[config.mk]
export PLATFORM = sky130hd
export DESIGN_NAME = alu_issue
export DESIGN_NICKNAME = d
export VERILOG_FILES = /design/src/rtl/alu_issue.sv
export SDC_FILE = /design/constraint.sdc
export NUM_CORES = 1
export LEC_CHECK = 0
export CAP_MARGIN = 20
export CORE_MARGIN = 2
export CORE_UTILIZATION = 57
export CTS_CLUSTER_SIZE = 24
export DETAILED_ROUTE_END_ITERATION = 6
export HOLD_SLACK_MARGIN = 0.15
export PLACE_DENSITY = 0.78
export SYNTH_ARGS = -nofsm -noshare
export SYNTH_HDL_FRONTEND = slang
export SYNTH_SLANG_ARGS = --single-unit
[constraint.sdc]
create_clock -name clk -period 7.36 [get_ports clk]
set_clock_uncertainty 0.15 [all_clocks]
set_input_delay 1.472 -clock clk [delete_from_list [all_inputs] [get_ports clk]]
set_output_delay 1.472 -clock clk [all_outputs]
set_load 0.05 [all_outputs]
[src/rtl/alu_issue.sv]
// -----------------------------------------------------------------------------
// alu_issue -- two-cycle instruction issue stage in front of an external ALU.
//
// Holds an 8 x 16 register file (r0 hardwired to zero). An instruction accepted
// in IDLE loads the registered ALU operands/op. In EXEC, the external
// combinational ALU result is written back to the register file and reported
// on the wb_* strobe.
//
// Parameter
//   IMM_SEXT     0: imm6 is zero-extended, 1: imm6 is sign-extended to 16 bits
// Optional feature
//   ALU_ISSUE_RETIRE_CNT_EN  when defined, adds output retire_cnt[15:0], a
//                            wrapping count of wb_valid pulses
// Ports
//   clk, reset          clock; asynchronous active-high reset
//   instr_valid/ready   instruction handshake (ready only in IDLE)
//   instr[15:0]         [15:12] op, [11:9] rd, [8:6] rs, [5:3] rt,
//                       [5:0] imm6, [0] shift direction
//   alu_a/alu_b/alu_op  registered ALU operands and op_type
//   alu_one_zero        registered shift direction (1 = right)
//   alu_result/zero     combinational ALU result and Zero flag
//   wb_valid/rd/data/zero  one-cycle writeback strobe with payload
//   illegal_op          one-cycle pulse when an op > 8 retires
// -----------------------------------------------------------------------------
module alu_issue #(
  parameter int IMM_SEXT = 0
) (
  input  logic        clk,
  input  logic        reset,
  input  logic        instr_valid,
  output logic        instr_ready,
  input  logic [15:0] instr,
  output logic [15:0] alu_a,
  output logic [15:0] alu_b,
  output logic [3:0]  alu_op,
  output logic        alu_one_zero,
  input  logic [15:0] alu_result,
  input  logic        alu_zero,
  output logic        wb_valid,
  output logic [2:0]  wb_rd,
  output logic [15:0] wb_data,
  output logic        wb_zero,
  output logic        illegal_op
`ifdef ALU_ISSUE_RETIRE_CNT_EN
  ,
  output logic [15:0] retire_cnt
`endif
);

  localparam logic [3:0] OP_SHIFT = 4'd5;
  localparam logic [3:0] OP_NOP   = 4'd6;
  localparam logic [3:0] OP_IMMA  = 4'd7;
  localparam logic [3:0] OP_IMMB  = 4'd8;

  typedef enum logic {IDLE, EXEC} state_t;

  function automatic logic [15:0] ext_imm(input logic [5:0] imm);
    if (IMM_SEXT != 0) return {{10{imm[5]}}, imm};
    else               return {10'd0, imm};
  endfunction

  state_t      state_q, state_d;
  logic [15:0] rf_q [8];
  logic [15:0] alu_a_q, alu_a_d, alu_b_q, alu_b_d;
  logic [3:0]  alu_op_q, alu_op_d;
  logic        one_zero_q, one_zero_d;
  logic [2:0]  rd_q, rd_d;
  logic        wr_pend_q, wr_pend_d;   // EXEC will retire a writeback
  logic        ill_pend_q, ill_pend_d; // EXEC will retire an illegal op
  logic        wb_valid_q, wb_valid_d;
  logic [2:0]  wb_rd_q, wb_rd_d;
  logic [15:0] wb_data_q, wb_data_d;
  logic        wb_zero_q, wb_zero_d;
  logic        illegal_q, illegal_d;
  logic        rf_we;

  logic [3:0]  op;
  logic [2:0]  rd, rs, rt;
  logic [5:0]  imm6;

  assign op   = instr[15:12];
  assign rd   = instr[11:9];
  assign rs   = instr[8:6];
  assign rt   = instr[5:3];
  assign imm6 = instr[5:0];

  always_comb begin
    state_d    = state_q;
    alu_a_d    = alu_a_q;
    alu_b_d    = alu_b_q;
    alu_op_d   = alu_op_q;
    one_zero_d = one_zero_q;
    rd_d       = rd_q;
    wr_pend_d  = wr_pend_q;
    ill_pend_d = ill_pend_q;
    wb_valid_d = 1'b0;
    wb_rd_d    = wb_rd_q;
    wb_data_d  = wb_data_q;
    wb_zero_d  = wb_zero_q;
    illegal_d  = 1'b0;
    rf_we      = 1'b0;
    case (state_q)
      IDLE: begin
        if (instr_valid) begin
          alu_a_d    = rf_q[rs];
          alu_b_d    = (op == OP_IMMA || op == OP_IMMB) ? ext_imm(imm6) : rf_q[rt];
          // Illegal ops present as NOP to the ALU.
          alu_op_d   = (op > OP_IMMB) ? OP_NOP : op;
          one_zero_d = (op == OP_SHIFT) ? instr[0] : 1'b0;
          rd_d       = rd;
          wr_pend_d  = (op <= OP_IMMB) && (op != OP_NOP);
          ill_pend_d = (op > OP_IMMB);
          state_d    = EXEC;
        end
      end
      EXEC: begin
        state_d   = IDLE;
        illegal_d = ill_pend_q;
        if (wr_pend_q) begin
          wb_valid_d = 1'b1;
          wb_rd_d    = rd_q;
          wb_data_d  = alu_result;
          wb_zero_d  = alu_zero;
          // r0 still reports a writeback but the value is dropped.
          rf_we      = (rd_q != 3'd0);
        end
      end
      default: state_d = IDLE;
    endcase
  end

  always_ff @(posedge clk or posedge reset) begin
    if (reset) begin
      state_q    <= IDLE;
      alu_a_q    <= '0;
      alu_b_q    <= '0;
      alu_op_q   <= OP_NOP;
      one_zero_q <= 1'b0;
      rd_q       <= '0;
      wr_pend_q  <= 1'b0;
      ill_pend_q <= 1'b0;
      wb_valid_q <= 1'b0;
      wb_rd_q    <= '0;
      wb_data_q  <= '0;
      wb_zero_q  <= 1'b0;
      illegal_q  <= 1'b0;
      for (int i = 0; i < 8; i++) rf_q[i] <= '0;
    end else begin
      state_q    <= state_d;
      alu_a_q    <= alu_a_d;
      alu_b_q    <= alu_b_d;
      alu_op_q   <= alu_op_d;
      one_zero_q <= one_zero_d;
      rd_q       <= rd_d;
      wr_pend_q  <= wr_pend_d;
      ill_pend_q <= ill_pend_d;
      wb_valid_q <= wb_valid_d;
      wb_rd_q    <= wb_rd_d;
      wb_data_q  <= wb_data_d;
      wb_zero_q  <= wb_zero_d;
      illegal_q  <= illegal_d;
      if (rf_we) rf_q[rd_q] <= alu_result;
    end
  end

`ifdef ALU_ISSUE_RETIRE_CNT_EN
  logic [15:0] retire_cnt_q;
  always_ff @(posedge clk or posedge reset) begin
    if (reset)           retire_cnt_q <= '0;
    else if (wb_valid_d) retire_cnt_q <= retire_cnt_q + 16'd1;
  end
  assign retire_cnt = retire_cnt_q;
`endif

  // Ready is masked by reset so it is low for the whole reset window.
  assign instr_ready  = (state_q == IDLE) && !reset;
  assign alu_a        = alu_a_q;
  assign alu_b        = alu_b_q;
  assign alu_op       = alu_op_q;
  assign alu_one_zero = one_zero_q;
  assign wb_valid     = wb_valid_q;
  assign wb_rd        = wb_rd_q;
  assign wb_data      = wb_data_q;
  assign wb_zero      = wb_zero_q;
  assign illegal_op   = illegal_q;

endmodule

==> results list <==
- The flow ran to the end, and the final reports show no timing, DRC or antenna violations.
- Cell variety after synth: 39
* Total congestion overflow after global routing: 0
* Row Count: 46
- Initial antenna violation count: 0
- The routed layout has 5558 vias.
- The worst setup path is of the in -> out kind.
- At the worst endpoint, the required time is 5.74 ns.
- A synthesized cell averages 14.97 um^2.
- Setup repair after global routing missed its margin: false
- Type of element capturing the critical path: primary output
- The smallest clock period supported by the final layout is computed as 4.534 ns.
- The number of global-route vias before repair came to 5918.
* Wire length reported by the detailed router: 20430 um
* CTS tree: built
- During synthesis, Yosys emitted a total of 0 warnings.
- The clock passes through at most 2 buffers.
- Routability cong.: 0.7916
- Global routing usage summed across all routing layers: 0.2616
* Element type at the critical path start: input pin
* Average routed wire per standard cell: 22.50 um
* Placeable core region: 15770 um^2
* Number of CTS-inserted buffers: 17
- Post-Syn Instances: 608
- Number of primary I/O pins: 96
- For this configuration, the core starts out at a cell density of 0.5773.
* Worst slew margin relative to its limit: 0.2166
- Area of the mapped netlist: 9104 um^2
* Setup Total Neg Slack: 0 ns
* Final-report max-slew violation count: 0
* Global-route wire length before repair: 33020 um
- The first detailed-routing pass ran for 4 iterations.
- In this run, post-CTS hold repair placed 0 buffers.
- At the pin with the least slew margin, the transition time is 1.175 ns.
- Max-cap violations: 0
- Crit path arrival time: 2.91 ns
- Nets: 715
* Number of nets in the synthesized netlist: 644
- After clock tree synthesis, the clock-pin slew on the worst setup and hold paths is 0.07 ns.
- The die is 130.4 um tall.
- Setup violations remaining at the end of the flow were counted as 0.
- Final hold violations: 0
- Along the worst path, the maximum fanout reaches 2.
- Across all hold checks on the routed design, the worst slack comes to 0.2454 ns.
- Detailed Route Iter0 Violations: 428
- Antenna viol nets, final: 0
* Share of layout cells above drive strength 1: 0.3324
* Largest net degree at the start of global routing: 133
* Post CTS Setup Buffer Count: 0
- Clock tree root driver cell: sky130_fd_sc_hd__clkbuf_16
- Share of the yosys chip area belonging to registers: 0.5308
- Clock latency on the worst-skew pair, taken at its later pin, is 0.44 ns.
- Top achievable clock speed: 220.6 MHz
- H-Tree Level Count: 4
- Static leakage: 4.790 nW
* DR DRC count: 0
- Half-perimeter wire length of the detailed placement result: 12110 um
- Number of fillers in the final layout: 1100
* IO Port Bufs: 95
- The largest total area in the synthesized netlist belongs to sky130_fd_sc_hd__dfrtp_1.
* # clock sinks: 193
- The number of gates resized after CTS was 0.
- Number of vias per cell after detailed routing: 6.121
* Portion of synthesized cell area occupied by the leading cell type: 0.5250
* Power density cells: 350.7 nW/um^2
* Die ar.: 17000 um^2
- Synthesis inferred 193 register bits.
- Hold Path Class: reg -> reg
* Period utilization: 0.6160
* Number of diodes added for antenna fixing: 0
- IR drop worst, VDD: 0.0001915 V
- The die is 130.4 um wide.
- Dominant cells by area after synthesis: sky130_fd_sc_hd__dfrtp_1 (53%), sky130_fd_sc_hd__mux2_2 (17%), sky130_fd_sc_hd__mux4_2 (9.6%), sky130_fd_sc_hd__mux4_1 (6.1%), sky130_fd_sc_hd__mux2i_1 (2.2%)
* Area grow syn2layout: 18.75%
-- synth_stat cells --
| master | count |
|---|---|
| sky130_fd_sc_hd__inv_1 | 6 |
| sky130_fd_sc_hd__mux4_1 | 21 |
| sky130_fd_sc_hd__a22o_1 | 8 |
| sky130_fd_sc_hd__and2_0 | 1 |
| sky130_fd_sc_hd__a21oi_1 | 4 |
| sky130_fd_sc_hd__nor2b_1 | 8 |
| sky130_fd_sc_hd__o31ai_1 | 4 |
| sky130_fd_sc_hd__mux2_1 | 3 |
| sky130_fd_sc_hd__buf_6 | 2 |
| sky130_fd_sc_hd__nand4b_1 | 2 |
| sky130_fd_sc_hd__buf_12 | 1 |
| sky130_fd_sc_hd__nand3_2 | 1 |
| sky130_fd_sc_hd__nor2_2 | 1 |
| sky130_fd_sc_hd__dfrtp_1 | 191 |
| sky130_fd_sc_hd__or4b_1 | 1 |
| sky130_fd_sc_hd__clkbuf_1 | 31 |
| sky130_fd_sc_hd__buf_4 | 5 |
| sky130_fd_sc_hd__buf_2 | 11 |
| sky130_fd_sc_hd__or3_1 | 1 |
| sky130_fd_sc_hd__mux4_2 | 39 |
| sky130_fd_sc_hd__and2_1 | 1 |
| sky130_fd_sc_hd__nor2_1 | 7 |
| sky130_fd_sc_hd__a31oi_1 | 5 |
| sky130_fd_sc_hd__o21ai_0 | 27 |
| sky130_fd_sc_hd__buf_8 | 1 |
| sky130_fd_sc_hd__mux2i_1 | 20 |
| sky130_fd_sc_hd__a2111oi_0 | 4 |
| sky130_fd_sc_hd__buf_1 | 4 |
| sky130_fd_sc_hd__mux2_2 | 136 |
| sky130_fd_sc_hd__nand3b_1 | 1 |
| sky130_fd_sc_hd__nand3_1 | 1 |
| sky130_fd_sc_hd__dfstp_2 | 2 |
| sky130_fd_sc_hd__nand2b_1 | 3 |
| sky130_fd_sc_hd__nor3_4 | 3 |
| sky130_fd_sc_hd__a211oi_1 | 3 |
| sky130_fd_sc_hd__o311ai_0 | 1 |
| sky130_fd_sc_hd__nand2_1 | 44 |
| sky130_fd_sc_hd__nor3b_1 | 2 |
| sky130_fd_sc_hd__a32o_1 | 2 |
-- power breakdown --
group | internal (mW) | switching, mW | leakage (nW)
logic | 0.572 | 0.610 | 2.00
clock network | 0.608 | 0.420 | 0.303
registers | 1.37 | 0.212 | 2.49
-- layout make-up --
cell class | instances | area [um^2] | area share
Sequential cell | 193 | 4832 | 0.4470
Clock buffer | 17 | 425.4 | 0.03935
Timing Repair Buffer | 107 | 1051 | 0.09722
Multi-Input combinational cell | 354 | 3970 | 0.3672
Inverter | 6 | 30.03 | 0.002778
Tap cell | 216 | 270.3 | 0.02500
Clock inverter | 15 | 231.5 | 0.02141
-- sequential cells by signal, indices dropped and copies added (netlist names), 3 cells and up --
name     flops
alu_a       16
alu_b       16
alu_op       4
rd_q         3
rf_q       128
wb_data     16
wb_rd        3
-- stage by stage --
step / cells / cell area [um^2] / util / total power [mW] / worst slack, ns
floorplan: 608 / 9104 / - / 2.397 / 0.4858
detailed placement: 876 / 10150 / 0.6438 / 2.777 / 2.823
global route: 908 / 10810 / 0.6855 / 3.955 / 2.757
finish: 908 / 10810 / 0.6855 / 3.791 / 2.826
CTS: 908 / 10810 / 0.6855 / 3.807 / 2.819
global placement: 875 / 10130 / 0.6421 / 2.712 / 2.815
-- worst paths after layout --
path                       depth (start not counted)  slack [ns]            to       from
min reg2reg                                        0        0.25     rf_q[123]  rf_q[123]
max in group asynchronous                          3        4.27      rf_q[46]      reset
min in group asynchronous                          2        1.50  alu_one_zero      reset
max reg2reg                                        4        4.95      rf_q[30]    state_q
min                                                0        0.25     rf_q[123]  rf_q[123]
max                                                3        2.83   instr_ready      reset
-- layout by cell type (no fill, tap or decap), types with 2 or more instances in the layout --
cell,synthesis,final
sky130_fd_sc_hd__a2111oi_0,4,4
sky130_fd_sc_hd__a211oi_1,3,3
sky130_fd_sc_hd__a21oi_1,4,4
sky130_fd_sc_hd__a22o_1,8,8
sky130_fd_sc_hd__a31oi_1,5,5
sky130_fd_sc_hd__a32o_1,2,2
sky130_fd_sc_hd__buf_2,11,2
sky130_fd_sc_hd__buf_4,5,11
sky130_fd_sc_hd__bufinv_16,0,5
sky130_fd_sc_hd__clkbuf_16,0,17
sky130_fd_sc_hd__clkdlybuf4s50_1,0,93
sky130_fd_sc_hd__clkinvlp_4,0,5
sky130_fd_sc_hd__dfrtp_1,191,191
sky130_fd_sc_hd__dfstp_2,2,2
sky130_fd_sc_hd__inv_1,6,5
sky130_fd_sc_hd__inv_6,0,4
sky130_fd_sc_hd__mux2_1,3,3
sky130_fd_sc_hd__mux2_2,136,136
sky130_fd_sc_hd__mux2i_1,20,20
sky130_fd_sc_hd__mux4_1,21,21
sky130_fd_sc_hd__mux4_2,39,39
sky130_fd_sc_hd__nand2_1,44,44
sky130_fd_sc_hd__nand2b_1,3,2
sky130_fd_sc_hd__nand4b_1,2,2
sky130_fd_sc_hd__nor2_1,7,7
sky130_fd_sc_hd__nor2b_1,8,8
sky130_fd_sc_hd__nor3_4,3,3
sky130_fd_sc_hd__nor3b_1,2,2
sky130_fd_sc_hd__o21ai_0,27,27
sky130_fd_sc_hd__o31ai_1,4,4
-- worst max-delay path, stage by stage --
cell and delay [ns]:
sky130_fd_sc_hd__clkdlybuf4s50_1 0.51, sky130_fd_sc_hd__nor2_1 0.12, sky130_fd_sc_hd__clkdlybuf4s50_1 0.81
-- per-layer routing --
layer,GRT usage,vias to the layer above,share of wire,wire (um)
met5,0,-,0,0
met4,0.08949,0,0.018,375
met3,0.04397,37,0.051,1041
met2,0.4275,194,0.50,10150
met1,0.3644,2906,0.43,8866
li1,-,2421,-,-
-- cells by family (layout without fill, tap and decap cells) --
logic type             Yosys count  in the layout  share of synthesized area
buffers and inverters           61            145                    0.03340
DFF                            193            193                     0.5308
and+or+nand+nor                 77             77                    0.04385
muxes                          219            219                     0.3510
AOI/OAI and AO/OA               58             58                    0.04096
(Power assumes the default switching activity.)
